<file path="src/rtl/bcd_stopwatch_mux.sv">
// N-digit BCD stopwatch with prescaled stepping, preset load, pause/lap hold,
// optional wrap-around and a multiplexed common-anode 7-segment driver.

module bcd_digit (
    input  logic [3:0] d,
    input  logic       up,
    input  logic       cin,
    output logic [3:0] q,
    output logic       cout
);
    always_comb begin
        q    = d;
        cout = 1'b0;
        if (cin) begin
            if (up) begin
                if (d >= 4'd9) begin
                    q    = 4'd0;
                    cout = 1'b1;
                end else begin
                    q = d + 4'd1;
                end
            end else begin
                if (d == 4'd0) begin
                    q    = 4'd9;
                    cout = 1'b1;
                end else begin
                    q = d - 4'd1;
                end
            end
        end
    end
endmodule

module bcd_stopwatch_mux #(
    parameter int NUM_DIGITS = 4,
    parameter int TICK_DIV   = 500,
    parameter int WRAP       = 0
) (
    input  logic                    fiveHundredHzClk,
    input  logic                    reset,
    input  logic                    start,
    input  logic                    stop,
    input  logic                    clear,
    input  logic                    load,
    input  logic [4*NUM_DIGITS-1:0] preset_bcd,
    input  logic                    count_up,
    input  logic                    lap_hold,
    output logic [6:0]              seg,
    output logic [NUM_DIGITS-1:0]   an,
    output logic [4*NUM_DIGITS-1:0] count_bcd,
    output logic [1:0]              state_o,
    output logic                    count_done,
    output logic [2:0]              mode_led
);
    localparam int PW = (TICK_DIV > 1) ? $clog2(TICK_DIV) : 1;
    localparam int IW = (NUM_DIGITS > 1) ? $clog2(NUM_DIGITS) : 1;

    typedef enum logic [1:0] {IDLE = 2'd0, RUN = 2'd1, PAUSED = 2'd2, DONE = 2'd3} state_t;

    state_t                         state, state_n;
    logic [NUM_DIGITS-1:0][3:0]     cnt, cnt_n, cnt_step, preset_clamp, term, latch, disp;
    logic [NUM_DIGITS:0]            carry;
    logic [PW-1:0]                  presc, presc_n;
    logic [IW-1:0]                  idx, idx_n;
    logic                           step, at_term, pulse_n, pulse_q, lap_q;

    function automatic logic [6:0] seg_dec(input logic [3:0] n);
        case (n)
            4'd0:    seg_dec = 7'h40;
            4'd1:    seg_dec = 7'h79;
            4'd2:    seg_dec = 7'h24;
            4'd3:    seg_dec = 7'h30;
            4'd4:    seg_dec = 7'h19;
            4'd5:    seg_dec = 7'h12;
            4'd6:    seg_dec = 7'h02;
            4'd7:    seg_dec = 7'h78;
            4'd8:    seg_dec = 7'h00;
            4'd9:    seg_dec = 7'h10;
            default: seg_dec = 7'h7F;
        endcase
    endfunction

    // Ripple carry/borrow chain; the top carry-out marks a terminal->wrap step.
    assign carry[0] = 1'b1;
    generate
        for (genvar i = 0; i < NUM_DIGITS; i++) begin : g_dig
            bcd_digit u_dig (
                .d    (cnt[i]),
                .up   (count_up),
                .cin  (carry[i]),
                .q    (cnt_step[i]),
                .cout (carry[i+1])
            );
            assign preset_clamp[i] = (preset_bcd[4*i +: 4] > 4'd9) ? 4'd9 : preset_bcd[4*i +: 4];
            assign term[i]         = count_up ? 4'd9 : 4'd0;
        end
    endgenerate

    assign at_term = (cnt == term);
    assign step    = (state == RUN) && (presc == PW'(TICK_DIV - 1));

    always_comb begin
        state_n = state;
        cnt_n   = cnt;
        presc_n = presc;
        pulse_n = 1'b0;
        if (clear) begin
            cnt_n   = '0;
            presc_n = '0;
            state_n = IDLE;
        end else if (load) begin
            cnt_n   = preset_clamp;
            presc_n = '0;
            state_n = IDLE;
        end else begin
            case (state)
                IDLE: begin
                    presc_n = '0;
                    if (start && !stop) state_n = RUN;
                end
                RUN: begin
                    presc_n = step ? '0 : presc + PW'(1);
                    if (step) begin
                        if (at_term && WRAP == 0) begin
                            state_n = DONE;
                        end else begin
                            cnt_n   = cnt_step;
                            pulse_n = (WRAP != 0) && carry[NUM_DIGITS];
                            if (WRAP == 0 && cnt_step == term) state_n = DONE;
                        end
                    end
                    // A coincident step still lands before the pause.
                    if (stop) state_n = PAUSED;
                end
                PAUSED: begin
                    if (start && !stop) state_n = RUN;
                end
                DONE: begin
                    presc_n = '0;
                    if (start && !stop && !at_term) state_n = RUN;
                end
                default: state_n = IDLE;
            endcase
        end
    end

    assign disp  = lap_q ? latch : cnt;
    assign idx_n = (idx == IW'(NUM_DIGITS - 1)) ? '0 : idx + IW'(1);

    always_ff @(posedge fiveHundredHzClk or posedge reset) begin
        if (reset) begin
            state   <= IDLE;
            cnt     <= '0;
            presc   <= '0;
            pulse_q <= 1'b0;
            lap_q   <= 1'b0;
            latch   <= '0;
            idx     <= '0;
            seg     <= 7'h7F;
            an      <= '1;
        end else begin
            state   <= state_n;
            cnt     <= cnt_n;
            presc   <= presc_n;
            pulse_q <= pulse_n;
            lap_q   <= lap_hold;
            if (lap_hold && !lap_q) latch <= cnt_n;
            idx     <= idx_n;
            an      <= ~(NUM_DIGITS'(1) << idx);
            seg     <= seg_dec(disp[idx]);
        end
    end

    assign count_bcd  = cnt;
    assign state_o    = state;
    assign count_done = (WRAP != 0) ? pulse_q : (state == DONE);
    assign mode_led   = {state != RUN, (state == RUN) & ~count_up, (state == RUN) & count_up};
endmodule
</file>
<file path="config.mk">
export PLATFORM = sky130hd
export DESIGN_NAME = bcd_stopwatch_mux
export DESIGN_NICKNAME = d
export VERILOG_FILES = /design/src/rtl/bcd_stopwatch_mux.sv
export SDC_FILE = /design/constraint.sdc
export NUM_CORES = 1
export LEC_CHECK = 0
export CAP_MARGIN = 30
export CORE_MARGIN = 2
export CORE_UTILIZATION = 44
export DETAILED_ROUTE_END_ITERATION = 8
export PLACE_DENSITY = 0.66
export SETUP_SLACK_MARGIN = 0.1
export SKIP_CTS_REPAIR_TIMING = 1
export SYNTH_ARGS = -nofsm -noshare
export SYNTH_HDL_FRONTEND = slang
export SYNTH_HIERARCHICAL = 1
export SYNTH_SLANG_ARGS = --single-unit
export TNS_END_PERCENT = 100
</file>
<file path="constraint.sdc">
create_clock -name fiveHundredHzClk -period 6.9 [get_ports fiveHundredHzClk]
set_input_delay 0.69 -clock fiveHundredHzClk [delete_from_list [all_inputs] [get_ports fiveHundredHzClk]]
set_output_delay 0.69 -clock fiveHundredHzClk [all_outputs]
set_load 0.02 [all_outputs]
</file>
* Word level (Yosys, flattened, before mapping) *
Memories as Yosys holds them, arrays and structs flattened. A register that Yosys moved wholly into a read port is not among the register bits.
Index checks and enable logic that the tools add are counted.

operators by class
  $add $sub $neg = 10
  order comparisons = 9
  equal/unequal tests = 12
  shift-type cells = 1
  muxes and demuxes = 53
  bitwise operators = 4
  reductions and logical operators = 16

operators by type and width
  kind                                                                 count
  16-bit two-way mux                                                   6
  4-bit two-way mux                                                    21
  16-bit == test                                                       2
  9-bit two-way mux                                                    3
  2-bit two-way mux                                                    9
  9-bit one-hot mux with 2 select lines                                1
  4-bit by 1-bit adder with 4-bit output (second input constant)       4
  4-bit greater-or-equal comparator (second input constant)            4
  4-bit > comparator (second input constant)                           4
  4-bit zero test                                                      4
  4-bit by 1-bit subtractor with 4-bit output (second input constant)  4
  1-bit two-way mux                                                    11
  9-bit by 1-bit adder with 9-bit output (second input constant)       1
  9-bit == test (second input constant)                                1
  4-bit binary-select mux with 2-bit select                            1
  2-bit == test (second input constant)                                3
  6-bit by 5-bit != test with 1-bit output (second input constant)     1
  2-bit one-hot mux with 3 select lines                                1
  5-bit != test (second input constant)                                1
  1-bit logical AND                                                    4
  4-bit by 1-bit != test with 1-bit output (second input constant)     1
  4-bit by 3-bit != test with 1-bit output (second input constant)     1
  4-bit inverter                                                       1
  4-bit AND reduction                                                  1
  other kinds (11)                                                     15

storage, ports and cells
  bits in registers = 50
  bits in read-only memories = 112
  input bits = 24
  output and inout bits = 33
  logic and storage cells = 119
  memories = 1

memory list
  memory           words  bits a word  rd ports  clocked after Yosys merged registers in  wr ports  RTL line  text
  (no name shown)  16     7            1         1                                        0         68        case (n)

* Depth between registers and ports, before layout *
Gate-level depths: netlist (run 1).

  word-level depth = 14
  mapped depth = 21
  mapped depth without buffers = 18

* Cells and area by module *
Netlist (run 1), hierarchy kept.

modules (own cells, without submodules)
  module             times used  cells an instance  area each (µm²)
  bcd_stopwatch_mux  1           326                3,253.1
  bcd_digit          4           38                 290.3

* Worst setup path after synthesis (run 1) *
Ideal clock, no wire load.

  path type = reg2reg
  start = register cnt, in the netlist count_bcd[0]
  end = register state[1], in the netlist state_o[1]
  setup time = 123 ps
  arrival time = 3,574 ps
  required time = 6,777 ps
  path slack = 3,203 ps
  cell stages (with the launch flop) = 22
  buffers on the path = 3
  cells stage by stage = dfrtp_1 > inv_1 > ha_1 > or3b_4 > a21boi_2 > nor2_1 > buf_2 > o21ai_0 > nor2_1 > buf_2 > o21ai_0 > nor2_1 > buf_2 > nand2b_1 > a2111oi_0 > a311o_1 > nor4_1 > and3_1 > o211a_1 > o21ai_0 > a21oi_1 > o221a_2

RTL lines
  what                      RTL line  text
  start: declaration        61        logic [NUM_DIGITS-1:0][3:0] cnt, cnt_n, cnt_step, preset_clamp, term, latch, disp;
  start signal: assignment  163       cnt <= cnt_n;
  end signal: assignment    162       state <= state_n;
  end: declaration          60        state_t state, state_n;

==> results_dict.tcl, run 1 <==
set metrics [dict create \
    setup_viol 0 \
    dp_cells 639 \
    hold_violations 0 \
    status "completed" \
    vias_per_cell 5.90 \
    critPathMaxFanout 29 \
    yosys_warnings 6 \
    instances_no_fill 655 \
    top_level_ports 57 \
    powerDensity_nw_per_um2 179 \
    port_buffers 56 \
    area_growth_pct 16.6 \
    rsz0062_at_grt "false" \
    postRouteAntennaNets 0 \
    track_usage 0.214 \
    reg2regPathDepth 18 \
    firstDrtPassIters 5 \
    end_kind "flop" \
    max_freq_mhz 192 \
    antenna_cells 0 \
    final_common_cell "clkdlybuf4s50_1" \
    period_minus_slack_ps 5210 \
    antenna_found_initial 0 \
    slew_headroom 0.336 \
    critPathLaunchType "input port" \
    crit_required_ps 7120 \
    drt_iter0_drc 252 \
    row_count 36 \
    tightest_slew_ps 994 \
    whs_ps 492 \
    dp_hpwl_mm 8.19 \
    route.detailed.drc 0 \
    place_congestion 0.905 \
    start_util 0.453 \
    netlist_area_um2 4410 \
    period_share 0.755 \
    syn_nets 530 \
    final_nets 571 \
    synth_cells 476 \
    ir_drop_mv 0.115 \
    drive_gt1_frac 0.146 \
    crit_type "in -> reg" \
    pre_cts_slack_ps 1430 \
    clock_sinks 57 \
    finalSetupTns_ps 0 \
    multi_input_area_um2 2630 \
    wl_per_cell_um 17.3 \
    routed_wl_mm 11.3 \
    die_w_um 104 \
    min_path_type "reg -> reg" \
    cts_tree "built" \
    leakagePower_uw 0.00214 \
    numCtsBuffers 9 \
    clk_latency_ps 340 \
    die_area_um2 10800 \
    fillers 945 \
    finalMaxSlewViolations 0 \
    register_area_um2 1440 \
    clk_pin_slew_ps 60 \
    coreArea_um2 9730 \
    grt_pass1_vias 3665 \
    final_cell_mix "clkdlybuf4s50_1 (56), dfrtp_1 (46), inv_1 (35)" \
    fin_ws_ps 1690 \
    finalPower_uw 921 \
    routed-via-count 3862 \
    grt_max_degree 58 \
    overflow 0 \
    cts-root-buf "clkbuf_8" \
    cts_buffer_depth 2 \
    arrival_ps 5430 \
    skew_ps 6.58 \
    htreeDepth 3 \
    grt_pass1_wl_mm 18.9 \
    maxCapViolations 0 \
    holdPathStages 2 \
    avgSynthCellArea_um2 9.26 \
    chipHeight_um 104 \
]
worst max-delay path, cell delays in order:
cell             delay [ps]
clkdlybuf4s50_1         850
a21boi_2                400
nor2_1                  490
o21ai_0                 190
nor2_1                  480
o21ai_0                 170
nor2_1                  430
nand2b_1                170
a2111oi_0               310
a311o_1                 250
nor4_1                   60
and3_1                  160
o211a_1                 220
o21ai_0                 200
a21oi_1                 110
o221a_2                 240
through the flow:
step                      area, um2   util
after floorplan                4410      -
after global placement         4950  0.509
after detailed placement       4950  0.509
after CTS                      5140  0.528
after global routing           5140  0.528
final                          5140  0.528
layout make-up:
class                           instances  area share
Multi-Input combinational cell        355       0.512
Clock buffer                           13      0.0290
Clock inverter                          3     0.00779
Timing Repair Buffer                   58       0.112
Tap cell                              133      0.0324
Inverter                               36      0.0263
Sequential cell                        57       0.280
layer usage:
| layer | vias to the layer above | wire, um | track usage |
|---|---|---|---|
| met5 | - | 0 | 0 |
| met4 | 0 | 159 | 0.0492 |
| met2 | 160 | 5200 | 0.336 |
| met1 | 1844 | 5210 | 0.300 |
| li1 | 1838 | - | - |
| met3 | 20 | 774 | 0.0508 |
sequential cells by signal (all words and copies together), names as in the netlist:
name and flops:
count_bcd 16, latch 16, presc 9, seg 7
an 4, idx 2, state_o 2, lap_q 1
worst paths after layout:
kind,from,endpoint,slack [ps]
min in group asynchronous,reset,presc[5],860
hold / removal,latch[5],latch[5],490
hold reg to reg,latch[5],latch[5],490
max in group asynchronous,reset,latch[11],5550
setup reg to reg,count_bcd[0],state_o[1],1980
setup / recovery,count_up,state_o[1],1690
where the power goes:
part / internal (uW) / total, uW / switching (uW)
combinational: 105 / 222 / 117
sequential: 363 / 392 / 28.9
clock: 176 / 307 / 132
total: 644 / 921 / 277
Power figures use the tool's default switching activity.
==> run 2: changes to the inputs <==
==> constraint.sdc (replaced) <==
create_clock -name fiveHundredHzClk -period 4.8 [get_ports fiveHundredHzClk]
set_input_delay 0.48 -clock fiveHundredHzClk [delete_from_list [all_inputs] [get_ports fiveHundredHzClk]]
set_output_delay 0.48 -clock fiveHundredHzClk [all_outputs]
set_load 0.02 [all_outputs]
==> results_dict.tcl, run 2 (synthesis gave the netlist of run 1 again) <==
set metrics [dict create \
    min_from "latch[10]" \
    place_congestion 0.885 \
    fin_ws_ps 605 \
    register_area_um2 1440 \
    vias_per_cell 5.94 \
    clock_sinks 57 \
    critPathMaxFanout 10 \
    pre_cts_slack_ps 426 \
    reg2regPathDepth 20 \
    path_common_cell "o21ai_0" \
    placed_cell_area_um2 4990 \
    final_cell_area_um2 5180 \
    max_freq_mhz 238 \
    die_w_um 104 \
    top_level_ports 57 \
    ff2ff_setup_slack_ps 610 \
    leakagePower_uw 0.00216 \
    drive_gt1_frac 0.159 \
    firstDrtPassIters 5 \
    critPathLaunchType "flop" \
    finalPower_uw 1290 \
    path_cells "inv_1 -> ha_1 -> nor3b_1 -> o21ai_0 -> nor2_2 -> o21ai_0 -> nor2_1 -> buf_4 -> o21ai_0 -> nor2_1 -> buf_4 -> nand2b_1 -> a2111oi_1 -> a311o_1 -> nor4_1 -> and3_1 -> o211a_1 -> o21ai_0 -> a21oi_1 -> o221a_2" \
    powerDensity_nw_per_um2 250 \
    finalSetupTns_ps 0 \
    cts_buffer_depth 2 \
    ir_drop_mv 0.179 \
    clk_pin_slew_ps 70 \
    area_growth_pct 17.6 \
    skew_ps 7.86 \
    wl_per_cell_um 17.3 \
    routed-via-count 3932 \
    slew_headroom 0.528 \
    arrival_ps 4420 \
    grt_max_degree 58 \
    tightest_slew_ps 708 \
    drt_iter0_drc 280 \
    period_minus_slack_ps 4190 \
    cts-root-buf "clkbuf_8" \
    crit_type "reg -> reg" \
    reg2reg_from "count_bcd[1]" \
    period_share 0.874 \
    coreArea_um2 9730 \
    multi_input_area_um2 2640 \
    crit_family "compound AO/OA/AOI/OAI gates" \
    chipHeight_um 104 \
    crit_required_ps 5030 \
    final_nets 578 \
    die_area_um2 10800 \
    path_buf_inv 3 \
    route.detailed.drc 0 \
    numCtsBuffers 9 \
    grt_pass1_wl_mm 19.0 \
    clk_latency_ps 330 \
    fillers 918 \
    htreeDepth 3 \
    min_path_type "reg -> reg" \
    status "completed" \
    min_to "latch[10]" \
    end_kind "flop" \
    hold_violations 0 \
    port_buffers 56 \
    track_usage 0.217 \
    row_count 36 \
    maxCapViolations 0 \
    holdPathStages 2 \
    r2r-end "state_o[1]" \
    start_util 0.453 \
    critPathMaxStageDelay_ps 500 \
    setup_viol 0 \
    antenna_found_initial 0 \
    grt_pass1_vias 3778 \
    final_common_cell "clkdlybuf4s50_1" \
    finalMaxSlewViolations 0 \
    slowest_stage "dfrtp_1" \
    routed_wl_mm 11.5 \
    dp_hpwl_mm 8.27 \
    final_cell_mix "clkdlybuf4s50_1 (56), dfrtp_1 (46), inv_1 (35)" \
    overflow 0 \
    postRouteAntennaNets 0 \
    cts_tree "built" \
    rsz0062_at_grt "false" \
    antenna_cells 0 \
]
-- run 2: cell type report --
cell class                      instances  share of cell area
Multi-Input combinational cell        355               0.509
Tap cell                              133              0.0321
Clock buffer                           14              0.0314
Sequential cell                        57               0.278
Clock inverter                          2             0.00241
Timing Repair Buffer                   65               0.121
Inverter                               36              0.0261
-- run 2: worst max path at each step --
stage,start,end,slack [ps],cells after the start
3_3_place_gp,count_up,state_o[1],620,18
6_report,count_bcd[1],state_o[1],610,20
4_1_cts,count_bcd[0],state_o[1],460,20
3_5_place_dp,count_up,state_o[1],430,18
2_1_floorplan,count_bcd[0],state_o[1],1110,21
5_1_grt,count_bcd[0],state_o[1],110,20
-- run 2: routing by layer --
layer  GRT usage  vias to the layer above  routed length [um]
met4      0.0666                        0                 134
met5           0                        -                   0
met3      0.0370                       16                 710
met2       0.353                      170                5410
met1       0.295                     1891                5220
li1            -                     1855                   -
-- run 2: worst min-delay path, delay by kind of cell, from the launching register on --
family / cells / cell delay [ps]
AO/OA/AOI/OAI: 1 / 60
flip-flops: 1 / 340
AND/OR/NAND/NOR: 1 / 50
-- run 2: power breakdown --
part           total (uW)  switching [uW]  leakage [uW]  internal (uW)
logic                 328             174       0.00135            155
clock network         405             189     0.0000867            215
registers             560            38.3      0.000725            522
-- run 2: stage by stage --
step | cells | util | hold WS, ps
after floorplan | 476 | - | 451
after global placement | 644 | 0.513 | 467
after detailed placement | 644 | 0.513 | 475
after CTS | 660 | 0.531 | 493
after global routing | 662 | 0.533 | 514
final | 662 | 0.533 | 496
==> run 3: changes to the inputs <==
--- a/config.mk
+++ b/config.mk
@@ -8,10 +8,13 @@
 export CAP_MARGIN = 30
 export CORE_MARGIN = 2
 export CORE_UTILIZATION = 44
+export CTS_CLUSTER_DIAMETER = 80
 export DETAILED_ROUTE_END_ITERATION = 8
+export MAX_ROUTING_LAYER = met4
 export PLACE_DENSITY = 0.66
 export SETUP_SLACK_MARGIN = 0.1
 export SKIP_CTS_REPAIR_TIMING = 1
+export SKIP_LAST_GASP = 1
 export SYNTH_ARGS = -nofsm -noshare
 export SYNTH_HDL_FRONTEND = slang
 export SYNTH_HIERARCHICAL = 1
==> results_dict.tcl, run 3 (synthesis gave the netlist of run 1 again) <==
set metrics [dict create \
    routed-wl-met3_um 890 \
    skew_ps 8.22 \
    ff2ff_setup_slack_ps 590 \
    postRouteAntennaNets 0 \
    row_count 36 \
    highest_layer "met4" \
    routed-via-count 3927 \
    path_cells "inv_1 -> ha_1 -> nor3b_1 -> o21ai_0 -> nor2_2 -> o21ai_0 -> nor2_1 -> buf_4 -> o21ai_0 -> nor2_1 -> buf_4 -> nand2b_1 -> a2111oi_0 -> a311o_1 -> nor4_1 -> and3_1 -> o211a_1 -> o21ai_0 -> a21oi_1 -> o221a_2" \
    grt_max_degree 58 \
    r2r-end "state_o[1]" \
    wl_met2_mm 5.57 \
    setup_viol 0 \
    clk_pin_slew_ps 70 \
    cts_tree "built" \
    min_to "latch[1]" \
    powerDensity_nw_per_um2 267 \
    path_common_cell "o21ai_0" \
    finalPower_uw 1390 \
    leakagePower_uw 0.00218 \
    holdPathStages 2 \
    slowest_stage "dfrtp_1" \
    p_int_uw 981 \
    reg2regPathDepth 20 \
    ir_drop_mv 0.143 \
    place_congestion 0.840 \
    fillers 901 \
    port_buffers 56 \
    clock_sinks 57 \
    slew_headroom 0.512 \
    tightest_slew_ps 731 \
    power_switching_uw 412 \
    clk_latency_ps 340 \
    crit_type "reg -> reg" \
    route.detailed.drc 0 \
    seqPwrFrac 0.402 \
    wl_per_cell_um 17.8 \
    maxCapViolations 0 \
    grt_pass1_vias 3789 \
    htreeDepth 3 \
    final_cell_mix "clkdlybuf4s50_1 (56), dfrtp_1 (46), inv_1 (35)" \
    crit_required_ps 5030 \
    chipHeight_um 104 \
    antenna_cells 0 \
    path_buf_inv 3 \
    antenna_found_initial 0 \
    die_w_um 104 \
    overflow 0 \
    final_common_cell "clkdlybuf4s50_1" \
    status "completed" \
    min_from "latch[1]" \
    arrival_ps 4440 \
    finalMaxSlewViolations 0 \
    final_nets 576 \
    drive_gt1_frac 0.159 \
    rsz0062_at_grt "false" \
    whs_ps 494 \
    track_usage 0.226 \
    max_freq_mhz 237 \
    reg2reg_from "count_bcd[0]" \
    combPwrFrac 0.236 \
    firstDrtPassIters 5 \
    critPathMaxStageDelay_ps 510 \
    switching_share 0.296 \
    area_growth_pct 18.3 \
    top_level_ports 57 \
    cts-root-buf "clkbuf_8" \
    routed_wl_mm 11.8 \
    start_util 0.453 \
    min_path_type "reg -> reg" \
    grt_pass1_wl_mm 19.3 \
    die_area_um2 10800 \
    critPathMaxFanout 11 \
    critPathLaunchType "flop" \
    period_share 0.877 \
    coreArea_um2 9730 \
    end_kind "flop" \
    hold_violations 0 \
    clkPwrFrac 0.362 \
    cts_buffer_depth 2 \
    dp_hpwl_mm 8.49 \
    crit_family "compound AO/OA/AOI/OAI gates" \
    numCtsBuffers 9 \
    vias_per_cell 5.95 \
    finalSetupTns_ps 0 \
    period_minus_slack_ps 4210 \
    drt_iter0_drc 237 \
    drt-met1-wl_mm 5.16 \
]
## run 3: changes by cell type in the layout (fill, tap and decap cells not counted)
cell	change
clkbuf_1	-2
a2111oi_1	-1
clkinvlp_4	-1
buf_4	-2
clkbuf_8	-1
clkinv_2	+1
bufinv_16	+2
a2111oi_0	+1
clkinv_4	+1
## run 3: metal layers
layer / GRT usage / vias up
li1: - / 1853
met1: 0.290 / 1882
met2: 0.363 / 170
met3: 0.0564 / 22
met4: 0.0512 / 0
met5: - / -
## run 3: worst max path at each step
stage,start,endpoint,cells after the start
floorplan,count_bcd[0],state_o[1],21
global placement,count_up,state_o[1],18
detailed placement,count_up,state_o[1],18
CTS,count_bcd[1],state_o[1],20
global route,count_bcd[0],state_o[1],20
finish,count_bcd[0],state_o[1],20
## run 3: area by class of cell
| cell class | count | area (um2) | area share |
|---|---|---|---|
| clock buffers | 11 | 141 | 0.0271 |
| clock inverters | 5 | 78.8 | 0.0151 |
| inverters | 36 | 135 | 0.0259 |
| multi-input cells | 355 | 2640 | 0.506 |
| flip-flops and latches | 57 | 1440 | 0.276 |
| well taps | 133 | 166 | 0.0319 |
| repair buffers | 63 | 613 | 0.118 |
## run 3: through the flow
| stage | instances | instance area, um2 | setup slack (ps) | util |
|---|---|---|---|---|
| after floorplan | 476 | 4410 | 1110 | - |
| after global routing | 660 | 5210 | 199 | 0.535 |
| after global placement | 644 | 4990 | 583 | 0.513 |
| after detailed placement | 644 | 4990 | 499 | 0.513 |
| after CTS | 660 | 5210 | 497 | 0.535 |
| final | 660 | 5210 | 589 | 0.535 |
## run 3: power groups by stage
| stage | Combinational (uW) | Sequential [uW] | Clock [uW] |
|---|---|---|---|
| 2_1_floorplan | 198 | 578 | 0 |
| 3_3_place_gp | 321 | 566 | 0 |
| 3_5_place_dp | 326 | 567 | 0 |
| 4_1_cts | 328 | 559 | 514 |
| 5_1_grt | 358 | 564 | 536 |
| 6_report | 329 | 559 | 505 |
## run 3: worst reg2reg max path, delay by kind of cell (launching register included)
kind | cells | cell delay [ps]
and+or+nand+nor | 7 | 1140
buffers and inverters | 3 | 510
DFF | 1 | 510
AOI/OAI and AO/OA | 9 | 1690
adders and majority gates | 1 | 250
